## src/rtl/misr_pkg.sv

```systemverilog
// Shared types and the signature update function for the MISR capture block.
package misr_pkg;

  typedef enum logic [1:0] {IDLE, CAPTURE, DONE} misr_state_e;

  localparam int unsigned MISR_MAX_W = 64;
  localparam logic [7:0] MISR_POLY_DEF = 8'h1D;
  localparam logic [7:0] MISR_SEED_DEF = 8'h00;

  // One Galois step on a zero-extended signature of the given width.
  function automatic logic [MISR_MAX_W-1:0] misr_next(
    input logic [MISR_MAX_W-1:0] sig,
    input logic [MISR_MAX_W-1:0] data,
    input logic [MISR_MAX_W-1:0] poly,
    input int unsigned width
  );
    logic [MISR_MAX_W-1:0] mask;
    logic [MISR_MAX_W-1:0] shifted;
    logic msb;
    mask = (width >= MISR_MAX_W) ? {MISR_MAX_W{1'b1}}
                                 : ((MISR_MAX_W'(1) << width) - MISR_MAX_W'(1));
    msb = |(sig & (MISR_MAX_W'(1) << (width - 1)));
    shifted = (sig << 1) & mask;
    return shifted ^ (msb ? poly : {MISR_MAX_W{1'b0}}) ^ data;
  endfunction

endpackage

```

## src/rtl/misr_reg.sv

```systemverilog
// Width-bit signature register: seed load, compression and (MISR_SCAN_EN) serial shift.
module misr_reg
  import misr_pkg::*;
#(
  parameter int unsigned      Width = 8,
  parameter logic [Width-1:0] Poly  = MISR_POLY_DEF,
  parameter logic [Width-1:0] Seed  = MISR_SEED_DEF
) (
  input  logic             clk_i,
  input  logic             rst_ni,
  input  logic             load_i,
  input  logic             comp_i,
  input  logic [Width-1:0] data_i,
`ifdef MISR_SCAN_EN
  input  logic             shift_i,
  input  logic             scan_i,
`endif
  output logic [Width-1:0] sig_o
);

  logic [Width-1:0]      sig_q, sig_d;
  logic [MISR_MAX_W-1:0] sig_ext, data_ext, poly_ext, next_ext;
  logic                  unused_next_hi;

  always_comb begin
    sig_ext  = '0;
    data_ext = '0;
    poly_ext = '0;
    sig_ext[Width-1:0]  = sig_q;
    data_ext[Width-1:0] = data_i;
    poly_ext[Width-1:0] = Poly;
    next_ext = misr_next(sig_ext, data_ext, poly_ext, Width);
  end

  // Upper bits are always zero; folded here only so they count as consumed.
  assign unused_next_hi = ^next_ext;

  always_comb begin
    sig_d = sig_q;
`ifdef MISR_SCAN_EN
    if (shift_i) begin
      sig_d = {sig_q[Width-2:0], scan_i};
    end else
`endif
    if (load_i) begin
      sig_d = Seed;
    end else if (comp_i) begin
      sig_d = next_ext[Width-1:0];
    end
  end

  always_ff @(posedge clk_i or negedge rst_ni) begin
    if (!rst_ni) begin
      sig_q <= Seed;
    end else begin
      sig_q <= sig_d;
    end
  end

  assign sig_o = sig_q;

endmodule

```

## src/rtl/misr_capture.sv

```systemverilog
// MISR capture window: IDLE/CAPTURE/DONE control and sample counter around misr_reg.
// Optional serial scan access to the signature is enabled by defining MISR_SCAN_EN.
module misr_capture
  import misr_pkg::*;
#(
  parameter int unsigned      Width      = 8,
  parameter logic [Width-1:0] Poly       = MISR_POLY_DEF,
  parameter logic [Width-1:0] Seed       = MISR_SEED_DEF,
  parameter int unsigned      CaptureLen = 16,
  localparam int unsigned     CntW       = $clog2(CaptureLen + 1)
) (
  input  logic             clk_i,
  input  logic             rst_ni,
  input  logic             start_i,
  input  logic             valid_i,
  input  logic [Width-1:0] data_i,
  input  logic             ack_i,
`ifdef MISR_SCAN_EN
  input  logic             scan_en_i,
  input  logic             scan_i,
  output logic             scan_o,
`endif
  output logic             busy_o,
  output logic             done_o,
  output logic [Width-1:0] sig_o,
  output logic [CntW-1:0]  cnt_o
);

  localparam logic [CntW-1:0] CapLen = CntW'(CaptureLen);

  misr_state_e     state_q, state_d;
  logic [CntW-1:0] cnt_q, cnt_d, cnt_inc;
  logic            busy_q, busy_d;
  logic            done_q, done_d;
  logic            load, comp, freeze;

`ifdef MISR_SCAN_EN
  assign freeze = scan_en_i;
`else
  assign freeze = 1'b0;
`endif

  assign cnt_inc = cnt_q + CntW'(1);

  always_comb begin
    state_d = state_q;
    cnt_d   = cnt_q;
    busy_d  = busy_q;
    done_d  = done_q;
    load    = 1'b0;
    comp    = 1'b0;
    if (!freeze) begin
      unique case (state_q)
        IDLE: begin
          if (start_i) begin
            state_d = CAPTURE;
            cnt_d   = '0;
            load    = 1'b1;
            busy_d  = 1'b1;
            done_d  = 1'b0;
          end
        end
        CAPTURE: begin
          if (valid_i) begin
            comp  = 1'b1;
            cnt_d = cnt_inc;
            // Leave on the edge that takes the last sample so DONE sees the final signature.
            if (cnt_inc == CapLen) begin
              state_d = DONE;
              busy_d  = 1'b0;
              done_d  = 1'b1;
            end
          end
        end
        DONE: begin
          if (ack_i) begin
            state_d = IDLE;
            done_d  = 1'b0;
          end
        end
        default: begin
          state_d = IDLE;
          busy_d  = 1'b0;
          done_d  = 1'b0;
        end
      endcase
    end
  end

  always_ff @(posedge clk_i or negedge rst_ni) begin
    if (!rst_ni) begin
      state_q <= IDLE;
      cnt_q   <= '0;
      busy_q  <= 1'b0;
      done_q  <= 1'b0;
    end else begin
      state_q <= state_d;
      cnt_q   <= cnt_d;
      busy_q  <= busy_d;
      done_q  <= done_d;
    end
  end

  misr_reg #(
    .Width (Width),
    .Poly  (Poly),
    .Seed  (Seed)
  ) u_misr_reg (
    .clk_i   (clk_i),
    .rst_ni  (rst_ni),
    .load_i  (load),
    .comp_i  (comp),
    .data_i  (data_i),
`ifdef MISR_SCAN_EN
    .shift_i (scan_en_i),
    .scan_i  (scan_i),
`endif
    .sig_o   (sig_o)
  );

`ifdef MISR_SCAN_EN
  assign scan_o = sig_o[Width-1];
`endif

  assign busy_o = busy_q;
  assign done_o = done_q;
  assign cnt_o  = cnt_q;

endmodule

```

## config.mk

```make
export PLATFORM = sky130hd
export DESIGN_NAME = misr_capture
export DESIGN_NICKNAME = d
export VERILOG_FILES = /design/src/rtl/misr_pkg.sv /design/src/rtl/misr_reg.sv /design/src/rtl/misr_capture.sv
export SDC_FILE = /design/constraint.sdc
export NUM_CORES = 1
export LEC_CHECK = 0
export ABC_AREA = 0
export BUFFER_PORTS_ARGS = -buffer_cell sky130_fd_sc_hd__buf_2
export CAP_MARGIN = 20
export CORE_UTILIZATION = 45
export CTS_CLUSTER_SIZE = 10
export DETAILED_ROUTE_END_ITERATION = 8
export GPL_TIMING_DRIVEN = 0
export HOLD_SLACK_MARGIN = 0.12
export MAX_ROUTING_LAYER = met4
export PLACE_DENSITY = 0.73
export SLEW_MARGIN = 0
export SYNTH_ARGS = -nofsm -noshare
export SYNTH_HDL_FRONTEND = slang
export SYNTH_SLANG_ARGS = --single-unit
```

## constraint.sdc

```tcl
create_clock -name clk_i -period 3.1 [get_ports clk_i]
set_clock_uncertainty 0.1 [all_clocks]
set_input_delay 0.465 -clock clk_i [delete_from_list [all_inputs] [get_ports clk_i]]
set_output_delay 0.465 -clock clk_i [all_outputs]
set_load 0.01 [all_outputs]
```

==> metrics.yaml, run 1 <==
status:
  outcome: "finished clean"
cells_and_area:
  n_antenna_cell: 0
  synthToLayoutAreaGrowth_pct: 25.5
  final_cell_mix: "27 x buf_2, 16 x dfrtp_1, 9 x a22o_1"
  final_common_cell: "buf_2"
  nets: 120
  drive_gt1_share_pct: 35.2
critical_path:
  critPathTopFamily: "flip-flops"
  r2r_setup_slack_ns: 1.65
  critical_path_required_ns: 2.53
  endpoint_kind: "primary output"
  path_class: "reg -> out"
  crit_path_top_delay_cell: "dfrtp_1"
  path_buf_inv: 1
  cp.arrival_ns: 0.97
  ff2ff_path_depth: 4
  crit_fanout: 9
  r2r_start: "state_q[1]"
  max_stage_delay_ns: 0.50
  cp_cell_sequence: "buf_2"
  cp-start-kind: "register"
  r2r_end: "cnt_o[0]"
cts:
  cts_root_buf: "clkbuf_4"
  postCtsSetupRepairBufs: 0
  clkLatencyLatePin_ns: 0.28
  cts_hold_buf: 1
  htreeDepth: 1
  cts_made_buffers: 3
  cts.path.max_buffers: 2
  cts_tree: "built"
  cts_sinks: 16
  cts-resized-gates: 0
  clkTransAtPathRegs_ns: 0.09
floorplanning:
  num_rows: 15
  core_mm2: 0.00173
  initial_core_util_pct: 48.3
  die_y_um: 45.1
  ios: 28
  die-area_mm2: 0.00203
  die_w_um: 45.1
worst_hold_path:
  hp-start: "ack_i"
  whs_endpoint: "state_q[1]"
  hold_depth: 3
  holdCritPathClass: "in -> reg"
logic_synthesis:
  synth-seq-cells: 16
  synth_top_area_share_pct: 48.0
  synth.area.top_cells: "dfrtp_1 48%, a22o_1 9.4%, xnor2_1 7.3%"
  synthCells: 73
  yosysSeqAreaShare_pct: 48.0
  synth_fp_nets: 87
  syn_area_um2: 835
  synth.distinct_cells: 30
  yosys.area.top_type: "dfrtp_1"
  syn_area_per_cell_um2: 11.4
  ys_warn_count: 0
placed_design:
  detailed_place_hpwl_um: 1170
  gp_congestion: 0.748
  portBuffers: 27
drt:
  routedWlPerCell_um: 12.1
  drtIter0Drc: 13
  first_pass_iters: 4
  drcViolationCount: 0
  wl_um: 1580
  ant_nets: 0
  vias_per_cell: 5.15
  vias: 669
global_route:
  grt_max_degree: 17
  antenna_found_initial: 0
  grt_pass1_wl_um: 2560
  grt_usage_pct: 18.5
  grt.overflow.total: 0
  grt_pass1_vias: 596
pwr:
  p_leak_nw: 0.510
  power.density_mw_per_mm2: 926
  power_uw: 969
  vdd.ir_drop.worst_v: 0.000530
sta:
  relSlewSlack_pct: 76.6
  fmax_mhz: 650
  maxSlewViolCount: 0
  rsz0062_at_grt: "false"
  finalCritPeriodShare_pct: 49.6
  setup_tns_ns: 0
  finalHoldViolCount: 0
  final.min_clock_period_ns: 1.54
  tightestPinTransition_ns: 0.351
  finalSetupViolations: 0
run:
  maxCapViolCount: 0
-- where the power goes --
part	leakage [nW]	switching [mW]	internal [mW]
registers	0.189	0.0930	0.297
clock network	0.0210	0.0659	0.0715
logic	0.300	0.212	0.231
total	0.510	0.371	0.599
-- sequential cells by signal, summed over array words and instances (netlist names) --
register and cells:
busy_o 1, u_misr_reg.sig_o 8, state_q 2, cnt_o 5
-- Yosys cell counts --
cell type / n
mux2i_1: 3
buf_1: 1
nand2_1: 5
nand3_1: 2
dfrtp_1: 16
o21ai_0: 2
nor3b_2: 1
a211oi_1: 1
xnor2_1: 7
ha_1: 1
nand4b_1: 1
o21bai_1: 1
mux2_2: 1
and2_1: 1
o211ai_1: 1
a31oi_1: 1
and3b_1: 1
nand4_1: 1
inv_1: 1
xor2_1: 4
nand2b_1: 1
a221oi_1: 1
nor3_1: 1
and2b_1: 1
and3_1: 1
a22o_1: 9
nor2_1: 3
or3b_2: 1
buf_6: 2
nor2_4: 1
-- tightest hold or removal path: stages --
cell and delay (ns):
buf_2 0.08, nor2_1 0.03, a22o_1 0.16
-- final cells by class --
type                       count  area (µm²)
buffer                         3        26.3
inverter                       1        3.75
multi-input combinational     53         404
timing repair buffer          28         145
fill                         149         679
clock buffer                   4        36.3
tap                           25        31.3
sequential                    16         400
-- worst max-delay path by stage --
stage	slack [ns]	depth (start not counted)	start	endpoint
final	1.56	1	state_q[1]	done_o
after floorplan	1.70	4	state_q[1]	cnt_o[0]
after global placement	1.60	5	valid_i	cnt_o[0]
after global routing	1.52	1	state_q[1]	done_o
after CTS	1.55	1	state_q[1]	done_o
after detailed placement	1.60	5	valid_i	cnt_o[0]
-- through the flow --
step           instances  cell area (µm²)  util [%]  hold slack [ns]  setup slack [ns]
4_1_cts              130             1050      60.7            0.371              1.55
6_report             130             1050      60.7            0.385              1.56
3_5_place_dp         125             1000      58.0            0.291              1.60
3_3_place_gp         125             1000      58.0            0.295              1.60
5_1_grt              130             1050      60.7            0.373              1.52
2_1_floorplan         73              835         -           0.0694              1.70
-- cell families after synthesis --
logic type / share of synthesized area, %
AO/OA/AOI/OAI: 15.1
XOR/XNOR: 11.5
adder cells (fa/ha/maj): 1.50
buffers and inverters: 3.60
flip-flops: 48.0
multiplexers: 4.95
AND/OR/NAND/NOR: 15.3
-- routing by layer --
metal / GRT usage [%] / vias to the layer above / routed length, µm
li1: - / 329 / -
met1: 24.2 / 327 / 795
met2: 27.2 / 11 / 726
met3: 2.40 / 2 / 45
met4: 10.9 / 0 / 10
met5: - / - / 0
Power figures use the tool's default switching activity.
==> run 2: changes to the inputs <==
--- a/config.mk
+++ b/config.mk
@@ -8,7 +8,7 @@
 export ABC_AREA = 0
 export BUFFER_PORTS_ARGS = -buffer_cell sky130_fd_sc_hd__buf_2
 export CAP_MARGIN = 20
-export CORE_UTILIZATION = 45
+export CORE_UTILIZATION = 43
 export CTS_CLUSTER_SIZE = 10
 export DETAILED_ROUTE_END_ITERATION = 8
 export GPL_TIMING_DRIVEN = 0
==> constraint.sdc (replaced) <==
create_clock -name clk_i -period 1.33 [get_ports clk_i]
set_clock_uncertainty 0.1 [all_clocks]
set_input_delay 0.1995 -clock clk_i [delete_from_list [all_inputs] [get_ports clk_i]]
set_output_delay 0.1995 -clock clk_i [all_outputs]
set_load 0.01 [all_outputs]
==> metrics.yaml, run 2 (same netlist as run 1, synthesis figures left out) <==
status:
  outcome: "finished with violations"
  violations: "negative setup slack"
cts:
  htreeDepth: 1  # unchanged
  clkTransAtPathRegs_ns: 0.10  # about the same
  clkLatencyLatePin_ns: 0.28  # about the same
  cts.path.max_buffers: 2  # unchanged
  cts_tree: "built"
  cts_sinks: 16  # unchanged
  cts_root_buf: "clkbuf_4"
  cts_made_buffers: 3  # unchanged
critical_path:
  critical_path_required_ns: 1.41  # -1.12 ns
  path_class: "reg -> reg"
  cp-start-kind: "register"
  crit_path_top_delay_cell: "dfrtp_2"
  max_stage_delay_ns: 0.46  # -0.04 ns
  crit_path_start: "state_q[1]"
  ff2ff_path_depth: 3  # -1
  crit_fanout: 9  # unchanged
  cp_cell_sequence: "and3b_2 > nor2_4 > mux2_4"
  cp.arrival_ns: 1.44  # +0.47 ns
  endpoint_kind: "register"
  r2r_end: "cnt_o[0]"
  r2r_setup_slack_ns: -0.03  # -1.68 ns
  r2r_start: "state_q[1]"
cells_and_area:
  nets: 128  # +6.7%
  largest_register_ffs: 8  # unchanged
  nFillCells: 169  # +13%
  final_util_pct: 64.1  # +3.5 points
  synthToLayoutAreaGrowth_pct: 35.5
  drive_gt1_share_pct: 44.2  # +9.0 points
  final_cell_mix: "28 x buf_2, 14 x dfrtp_1, 9 x a22o_1"
  n_antenna_cell: 0  # unchanged
  final_cells: 138  # +6.2%
  final_common_cell: "buf_2"
drt:
  vias: 713  # +6.6%
  ant_nets: 0  # unchanged
  first_pass_iters: 4  # unchanged
  wl_um: 1820  # +16%
  drcViolationCount: 0  # unchanged
  vias_per_cell: 5.17  # +0.40%
  drtIter0Drc: 10  # -3
  routedWlPerCell_um: 13.2  # +8.9%
sta:
  maxSlewViolCount: 0  # unchanged
  rsz0062_at_grt: "true"
  final.min_clock_period_ns: 1.36
  setup_tns_ns: -0.0918  # -0.0918 ns
  fmax_mhz: 735
  timing.final.ws_setup_ns: -0.0312  # -1.59 ns
  finalHoldViolCount: 0  # unchanged
  tightestPinTransition_ns: 0.361  # +0.0109 ns
  finalCritPeriodShare_pct: 102
  finalSetupViolations: 8  # +8
  relSlewSlack_pct: 75.9  # -0.73 points
pwr:
  p_leak_nw: 0.549  # +7.8%
  power_mw: 2.40  # +150%
  vdd.ir_drop.worst_v: 0.00163  # +210%
  power.density_mw_per_mm2: 2120  # +130%
floorplanning:
  initial_core_util_pct: 47.3  # -1.0 points
  die_w_um: 46.1  # +2.2%
  core_mm2: 0.00176  # +2.2%
  ios: 28  # unchanged
  die_y_um: 46.1  # +2.2%
  die-area_mm2: 0.00212  # +4.4%
  num_rows: 15  # unchanged
global_route:
  grt.overflow.total: 0  # unchanged
  grt_pass1_wl_um: 3070  # +20%
  grt_pass1_vias: 650  # +9.1%
  grt_use_met2_pct: 32.4  # +5.1 points
  grt.busiest_layer: "met2"
  use_met3_pct: 5.10  # +2.7 points
  antenna_found_initial: 0  # unchanged
  gr-usage-met1_pct: 28.5  # +4.3 points
  grt_usage_pct: 21.5  # +3.1 points
  grt_max_degree: 17  # unchanged
placed_design:
  detailed_place_hpwl_um: 1240  # +5.9%
  place_inst: 125  # unchanged
  portBuffers: 27  # unchanged
  gp_congestion: 0.748  # about the same
  place_ws_ns: -0.0483  # -1.65 ns
run:
  maxCapViolCount: 0  # unchanged
worst_hold_path:
  holdCritPathClass: "in -> reg"
  whs_endpoint: "u_misr_reg.sig_o[7]"
  hold_depth: 3  # unchanged
  hp-start: "data_i[7]"
[run 2: cell type report]
cell class | instances | area [µm²] | share of cell area [%]
Buffer | 2 | 15.0 | 1.33
Timing Repair Buffer | 37 | 213 | 18.8
Inverter | 1 | 3.75 | 0.332
Sequential cell | 16 | 403 | 35.6
Tap cell | 25 | 31.3 | 2.77
Clock buffer | 4 | 36.3 | 3.21
Multi-Input combinational cell | 53 | 429 | 37.9
[run 2: critical path: cells and delay by family (launching register included)]
| kind | cells | cell delay [ns] |
|---|---|---|
| DFF | 1 | 0.46 |
| and+or+nand+nor | 2 | 0.43 |
| muxes | 1 | 0.27 |
[run 2: stage by stage]
step / instance area, µm² / hold slack [ns]
floorplan: 836 / -0.196
global placement: 1000 / 0.0291
detailed placement: 1000 / 0.0322
CTS: 1110 / 0.145
global route: 1130 / 0.136
finish: 1130 / 0.146
[run 2: power by group]
group          switching (mW)  leakage (nW)  internal [mW]  total (mW)
Combinational           0.548         0.342          0.624        1.17
Clock                   0.153        0.0210          0.166       0.319
Sequential              0.213         0.187          0.693       0.906
[run 2: worst max path at each step]
stage,endpoint,slack (ns)
2_1_floorplan,cnt_o[0],-0.004
3_3_place_gp,cnt_o[0],-0.06
3_5_place_dp,cnt_o[0],-0.05
4_1_cts,cnt_o[0],-0.02
5_1_grt,cnt_o[0],-0.08
6_report,cnt_o[0],-0.03
[run 2: what timing repair did]
item | 4_1_cts | 5_1_grt
hold buffers | 2 | 0
setup endpoints to repair | 13 | 18
pin swaps | 2 | 3
endpoints found under the hold margin | 17 | 0
buffers inserted | 6 | 1
gates resized for setup | 4 | 4
cloned | 1 | 0
[run 2: layer usage]
metal	up-vias	wire length, µm
met4	0	33
met5	-	0
met3	4	98
met2	29	883
met1	337	809
li1	343	-
